[config.mk]
export PLATFORM = sky130hd
export DESIGN_NAME = disp_scan_select
export DESIGN_NICKNAME = d
export VERILOG_FILES = /design/src/rtl/disp_pkg.sv /design/src/rtl/disp_scan_select_tick_gen.sv /design/src/rtl/disp_scan_select.sv
export SDC_FILE = /design/constraint.sdc
export NUM_CORES = 1
export LEC_CHECK = 0
export CAP_MARGIN = 5
export CORE_ASPECT_RATIO = 1.1
export CORE_MARGIN = 2
export CORE_UTILIZATION = 55
export DETAILED_ROUTE_END_ITERATION = 10
export PLACE_DENSITY_LB_ADDON = 0.2
export SKIP_CTS_REPAIR_TIMING = 1
export SLEW_MARGIN = 20
export SYNTH_ARGS = -nofsm -noshare
export SYNTH_HDL_FRONTEND = slang
export SYNTH_SLANG_ARGS = --single-unit
[constraint.sdc]
create_clock -name clk -period 4.34 [get_ports clk]
set_clock_uncertainty 0.1 [all_clocks]
set_input_delay 0.434 -clock clk [delete_from_list [all_inputs] [get_ports clk]]
set_output_delay 0.434 -clock clk [all_outputs]
set_load 0.02 [all_outputs]
[src/rtl/disp_pkg.sv]
// Shared types and defaults for the digit scan/select block.
// State encoding plus the parameter defaults used by the top.
package disp_pkg;

  typedef enum logic {
    SHOW_COUNT = 1'b0,
    SHOW_ERR   = 1'b1
  } disp_state_t;

  localparam int DEF_NUM_DIGITS = 4;
  localparam int DEF_DIGIT_W    = 4;
  localparam int DEF_SCAN_DIV   = 1000;
  localparam int DEF_BLINK_DIV  = 25000000;

endpackage

[src/rtl/disp_scan_select_tick_gen.sv]
// Free-running divider: one-cycle tick every DIV clocks.
// clr holds the count at zero so the first tick comes DIV clocks later.
module tick_gen #(
  parameter int DIV = 4
) (
  input  logic clk,
  input  logic reset,
  input  logic clr,
  output logic tick
);

  localparam int CW = (DIV > 1) ? $clog2(DIV) : 1;

  logic [CW-1:0] cnt;

  assign tick = (cnt == CW'(DIV - 1));

  always_ff @(posedge clk) begin
    if (reset || clr) begin
      cnt <= '0;
    end else if (tick) begin
      cnt <= '0;
    end else begin
      cnt <= cnt + 1'b1;
    end
  end

endmodule

[src/rtl/disp_scan_select.sv]
// Multiplexed display driver: scans frame-snapshotted count digits,
// or a latched error code that blinks while the error is pending.
module disp_scan_select
  import disp_pkg::*;
#(
  parameter int NUM_DIGITS = DEF_NUM_DIGITS,
  parameter int DIGIT_W    = DEF_DIGIT_W,
  parameter int SCAN_DIV   = DEF_SCAN_DIV,
  parameter int BLINK_DIV  = DEF_BLINK_DIV
) (
  input  logic                          clk,
  input  logic                          reset,
  input  logic [NUM_DIGITS*DIGIT_W-1:0] count_bus,
  input  logic                          err_req,
  input  logic [NUM_DIGITS*DIGIT_W-1:0] err_code,
  input  logic                          err_clr,
  output logic [NUM_DIGITS-1:0]         dig_sel,
  output logic [DIGIT_W-1:0]            dig_val,
  output logic                          is_err
);

  localparam int IW = (NUM_DIGITS > 1) ? $clog2(NUM_DIGITS) : 1;
  localparam int BW = NUM_DIGITS * DIGIT_W;

  disp_state_t state, state_nx;

  logic [IW-1:0]         idx;
  logic [BW-1:0]         count_snap;
  logic [BW-1:0]         err_hold;
  logic                  phase_on;
  logic                  scan_tick;
  logic                  blink_tick;
  logic                  wrap;
  logic [DIGIT_W-1:0]    cur_digit;
  logic [NUM_DIGITS-1:0] one_hot;

  tick_gen #(.DIV(SCAN_DIV)) u_scan (
    .clk   (clk),
    .reset (reset),
    .clr   (1'b0),
    .tick  (scan_tick)
  );

  tick_gen #(.DIV(BLINK_DIV)) u_blink (
    .clk   (clk),
    .reset (reset),
    .clr   (state == SHOW_COUNT),
    .tick  (blink_tick)
  );

  assign is_err = (state == SHOW_ERR);
  assign wrap   = scan_tick && (idx == IW'(NUM_DIGITS - 1));

  always_comb begin
    state_nx = state;
    unique case (state)
      SHOW_COUNT: if (err_req) state_nx = SHOW_ERR;
      SHOW_ERR:   if (err_clr && !err_req) state_nx = SHOW_COUNT;
      default:    state_nx = SHOW_COUNT;
    endcase
  end

  always_comb begin
    one_hot = '0;
    one_hot[idx] = 1'b1;
    if (is_err) begin
      cur_digit = err_hold[int'(idx)*DIGIT_W +: DIGIT_W];
    end else begin
      cur_digit = count_snap[int'(idx)*DIGIT_W +: DIGIT_W];
    end
  end

  always_ff @(posedge clk) begin
    if (reset) begin
      state      <= SHOW_COUNT;
      idx        <= '0;
      count_snap <= '0;
      err_hold   <= '0;
      phase_on   <= 1'b1;
    end else begin
      state <= state_nx;
      if (err_req) err_hold <= err_code;
      if (wrap) begin
        idx        <= '0;
        count_snap <= count_bus;
      end else if (scan_tick) begin
        idx <= idx + 1'b1;
      end
      if (state == SHOW_COUNT) begin
        phase_on <= 1'b1;
      end else if (blink_tick) begin
        phase_on <= ~phase_on;
      end
    end
  end

  // Outputs lag idx/source by one clock; blanking only applies in error.
  always_ff @(posedge clk) begin
    if (reset) begin
      dig_sel <= NUM_DIGITS'(1);
      dig_val <= '0;
    end else begin
      dig_sel <= (is_err && !phase_on) ? '0 : one_hot;
      dig_val <= cur_digit;
    end
  end

endmodule

== Word-level counts from Yosys, hierarchy flattened ==
Cells that the tools add are included.

* Register bits after elaboration: 79
* Output and inout bits: 9
* Word-level logic and storage cells: 41
* Bits of input ports: 36

* Magnitude comparators: 2
* Eq/ne operators: 3
* Shift-type cells: 2
* Mux-type cells: 7
* Bitwise operators: 2
* Reductions and logical operators: 12
* $add $sub $neg: 3

{| class="wikitable"
|+ Operators by type and width
! kind !! number
|-
| $shiftx 16x5->4 || 2
|-
| $add 25x1->25 const B || 1
|-
| $eq 25x25->1 const B || 1
|-
| $add 10x1->10 const B || 1
|-
| $eq 10x10->1 const B || 1
|-
| $reduce_or 2->1 || 5
|-
| $logic_and 1x1->1 || 4
|-
| $mux 1 || 4
|-
| $mux 4 || 1
|-
| $lt 2x3->1 const B || 1
|-
| $add 2x1->2 const B || 1
|-
| $demux 1 s2 || 1
|-
| $eq 2x2->1 const B || 1
|-
| $ge 2x1->1 const B || 1
|-
| $logic_not 1->1 || 2
|-
| $not 1->1 || 2
|-
| $pmux 1 s2 || 1
|-
| $logic_or 1x1->1 || 1
|}

== Depth between registers and ports, before layout ==
* Word-level depth: 5
* Mapped depth: 8
* Gate-level depth less buffers: 5

== Modules after synthesis ==
Synthesis repeated with hierarchy kept, for this count alone.

* Cells, all modules: 370
* Area, all modules: 3472.1 µm²

{| class="wikitable"
|+ By module, submodules not included
! module !! cells each !! times used !! area an instance (µm²) !! seq. area each (µm²)
|-
| disp_scan_select || 185 || 1 || 1816.7 || 880.8
|-
| tick_gen (u_blink) || 133 || 1 || 1196.1 || 500.5
|-
| tick_gen (u_scan) || 52 || 1 || 459.2 || 200.2
|}

== Least setup slack after synthesis ==
No wires, ideal clock.

* Kind: flip-flop to flip-flop
* From: register idx[1]
* To: register count_snap[10]
* Path slack: 2379 ps
* Data required time: 4108 ps
* Library setup time: 132 ps
* Period minus slack after synthesis: 1961 ps
* Cell stages (with the launch flop): 9
* Data arrival time: 1729 ps
* Buffers on the path: 3
* Cell sequence: dfxtp_1 > ha_1 > clkbuf_1 > nand4bb_1 > or3_1 > clkbuf_1 > clkbuf_1 > nand2_1 > a21oi_1

* Word-level cells in the longest chain between the ends: 2

{| class="wikitable"
|+ Ends and longest elaborated chain
! item !! line !! text
|-
| start, declared || disp_scan_select.sv:27 || <nowiki>logic [IW-1:0] idx;</nowiki>
|-
| start signal, assigned || disp_scan_select.sv:87 || <nowiki>idx <= idx + 1'b1;</nowiki>
|-
| $eq 2x2->1 || disp_scan_select.sv:52 || <nowiki>assign wrap = scan_tick && (idx == IW'(NUM_DIGITS - 1));</nowiki>
|-
| $logic_and 1x1->1 || disp_scan_select.sv:52 ||
|-
| end signal, assigned || disp_scan_select.sv:85 || <nowiki>count_snap <= count_bus;</nowiki>
|-
| end, declared || disp_scan_select.sv:28 || <nowiki>logic [BW-1:0] count_snap;</nowiki>
|}

No other way between the ends.
A chain may end at the register's enable or synchronous reset.

== Worst setup path after layout ==
* From: register idx[0]
* To: register idx[0]

* Word-level cells in the longest chain between the ends: 3
* Elaborated cells between the ends (all ways): 4
* Those cells by class: 1 x add/sub; 1 x eq/ne; 2 x reduce/logical

{| class="wikitable"
|+ Ends and longest elaborated chain
! item !! line
|-
| $eq 2x2->1 || disp_scan_select.sv:52
|-
| $logic_and 1x1->1 || disp_scan_select.sv:52
|-
| $reduce_or 2->1 (no source line) || --
|}

Parallel ways exist; a longest one is shown, timed or not.

==> metrics.md <==
| Metric | Value |
|---|---|
| Outcome | finished, final reports clean |
| Setup total negative slack | 0 ns |
| Number of enable flip-flop cells after synthesis | 0 |
| Post-Syn Area per Cell | 9.19 sq um |
| Critical path type | reg2reg |
| # DRC | 0 |
| DRT Pass-1 Iters | 5 |
| Die Footprint | 6760 sq um |
| Switching share of power | 20.0% |
| Min-Delay Path Depth | 1 |
| Internal power | 1.22 mW |
| Die height | 86.0 um |
| Average routed wire per standard cell | 14.6 um |
| Pin count of the biggest net entering global routing | 40 |
| Iteration-0 DRC count of the detailed router | 112 |
| Worst R2R Start | idx[0] |
| Fin util | 70.5% |
| Yosys top cell by area | dfxtp_1 |
| Synth Instances | 366 |
| Slowest-stage cell, CP | dfxtp_1 |
| Synthesized flop and latch total | 79 |
| Flop2flop setup slack | 1.69 ns |
| Pins Over Slew Limit | 0 |
| Total CTS buffers | 9 |
| Vias in the first global route | 2513 |
| Synthesized area | 3360 sq um |
| Number of buffers added on ports | 44 |
| Worst EP required | 4.46 ns |
| Fin. Hold Viols | 0 |
| Max capacitance violation total | 0 |
| Core area | 5840 sq um |
| Hold Crit Start | u_scan.cnt[0] |
| Rel. slew slack | 28.8% |
| CTS H-tree depth | 3 |
| Delay-heaviest family, CP | simple AND/OR/NAND/NOR gates |
| Top cell type's share of synthesized area | 47.0% |
| Worst-skew pair later-pin latency | 0.35 ns |
| LEAKAGE | 1.39 nW |
| Asr flop ratio synth | 0% |
| Post-route ant nets | 0 |
| Reg2Reg Depth | 4 |
| CTS root buffer | clkbuf_8 |
| Max rail drop VDD | 0.303 mV |
| Worst EP arrival | 2.77 ns |
| Cell Pwr Density | 372 nW/um^2 |
| Grt total ovfl | 0 |
| Sequential fraction of the synthesis area | 47.0% |
| Seq pwr share | 48.9% |
| Syn nets | 408 |
| Clock power share | 45.8% |
| Period utilization | 61.0% |
| WP buf/inv | 0 |
| Routability cong. | 0.811 |
| Clk pin slew, worst setup/hold paths | 0.08 ns |
| Element type at the critical path start | flop |
| Detailed Route WL | 7.10 mm |
| Stages on worst setup path | 4 |
| Final setup fails | 0 |
| # diodes | 0 |
| Largest stage delay on the critical path | 0.73 ns |
| Gr usage total | 22.4% |
| Ratio of cells with drive above 1 in the final layout | 8.56% |
| Initial antenna violation count | 0 |
| Leading cell types by count after synthesis | dfxtp_1 (79), nor2_1 (46), nand2_1 (41) |
| CTS tree | done |
| Via Count | 2701 |
| Clk buf depth | 2 |
| Count of yosys warnings during synthesis | 0 |
| CP max FO | 19 |
| Combinational Power Share | 5.3% |
| Count leader, synth | dfxtp_1 |
| Min cycle time layout | 2.65 ns |
| Crit. End Element | flop |
| Nets | 446 |
| Layout area overhead | 22.4% |
| Starting Density | 57.6% |
| Sw power | 305 uW |
| Cells along the critical path | ha_1 > nand4bb_1 > or3_1 > nor3b_1 |
| # IOs | 45 |
| Hpwl dp | 4.96 mm |
| Vias per inst | 5.56 |
| Die W | 78.6 um |
| FF-to-FF End | idx[0] |
| Worst Hold Path EP | u_scan.cnt[0] |
| F_max | 0.378 GHz |
| Top FF cell, synth | dfxtp_1 |
| RSZ-0062 raised after global routing | false |
| CTS sink count | 79 |
| FP Rows | 29 |
| Global-route wire length before repair | 11.8 mm |
| Tightest Pin Transition | 1.06 ns |
| Post-synthesis cell type count | 37 |
| HP Class | reg2reg |
| Area contributors post-synth | dfxtp_1 (47%), mux4_2 (5.4%), nor2_1 (5.1%), mux2i_1 (4.8%), nand2_1 (4.6%) |
[per-stage QoR]
step	hold slack, ns	setup WS, ns	area [sq um]	std cells	power [mW]
floorplan	0.318	2.38	3360	366	0.799
CTS	0.353	1.67	4120	486	1.54
detailed placement	0.337	1.68	3860	470	0.845
global route	0.380	1.47	4120	486	1.58
finish	0.349	1.69	4120	486	1.53
global placement	0.330	1.74	3860	470	0.843
[worst max path at each step]
stage	to	slack (ns)	start
finish	idx[0]	1.69	idx[0]
global route	count_snap[6]	1.47	idx[0]
CTS	idx[0]	1.67	idx[0]
detailed placement	count_snap[4]	1.68	idx[0]
global placement	idx[0]	1.74	idx[0]
floorplan	count_snap[10]	2.38	idx[1]
[cell type report]
type | count | area, sq um
multi-input cells | 261 | 1690
repair buffers | 47 | 463
clock inverters | 6 | 133
inverters | 6 | 22.5
clock buffers | 10 | 128
flip-flops and latches | 79 | 1580
fillers | 434 | 1730
well taps | 77 | 96.3
[power by group through the flow]
| stage | combinational [mW] | sequential (mW) | clock (mW) |
|---|---|---|---|
| finish | 0.0808 | 0.748 | 0.701 |
| global route | 0.0883 | 0.750 | 0.740 |
| CTS | 0.0811 | 0.748 | 0.711 |
| detailed placement | 0.0805 | 0.765 | 0 |
| global placement | 0.0794 | 0.764 | 0 |
| floorplan | 0.0374 | 0.761 | 0 |
[logic make-up after synthesis]
group / Yosys count / share of synthesized area (%)
flip-flops: 79 / 47.0
AND/OR/NAND/NOR: 165 / 24.5
AO/OA/AOI/OAI: 43 / 7.10
XOR/XNOR: 23 / 5.99
multiplexers: 24 / 10.1
buffers and inverters: 26 / 3.01
adder cells (fa/ha/maj): 6 / 2.23
[worst register-to-register path: stages, from the launching register on]
cell and delay, ns:
dfxtp_1 0.73, ha_1 0.69, nand4bb_1 0.15, or3_1 0.60
nor3b_1 0.26
[placed cells by master, fill, tap and decap left out, types with 6 or more instances in the layout]
cell / netlist / layout
a21oi_1: 30 / 30
nand3_1: 28 / 28
nand2_1: 41 / 41
clkbuf_8: 0 / 9
inv_1: 6 / 6
clkdlybuf4s50_1: 0 / 44
dfxtp_1: 79 / 79
mux4_2: 8 / 8
xnor2_1: 16 / 16
o31ai_1: 7 / 6
xor2_1: 7 / 7
mux2i_1: 16 / 16
or4_1: 7 / 7
ha_1: 6 / 6
nor2_1: 46 / 46
[flip-flops by register name (all words and copies together), names as in the netlist]
name,cells
count_snap,16
dig_sel,4
dig_val,4
err_hold,16
idx,2
is_err,1
phase_on,1
u_blink.cnt,25
u_scan.cnt,10
[routing by layer]
layer / GRT usage, % / share of wire (%) / vias up
li1: - / - / 1343
met1: 28.5 / 44 / 1268
met2: 36.1 / 49 / 70
met3: 4.00 / 4.8 / 20
met4: 12.1 / 2.9 / 0
met5: 0 / 0 / -
No activity file was read; power rests on OpenSTA's default activity.
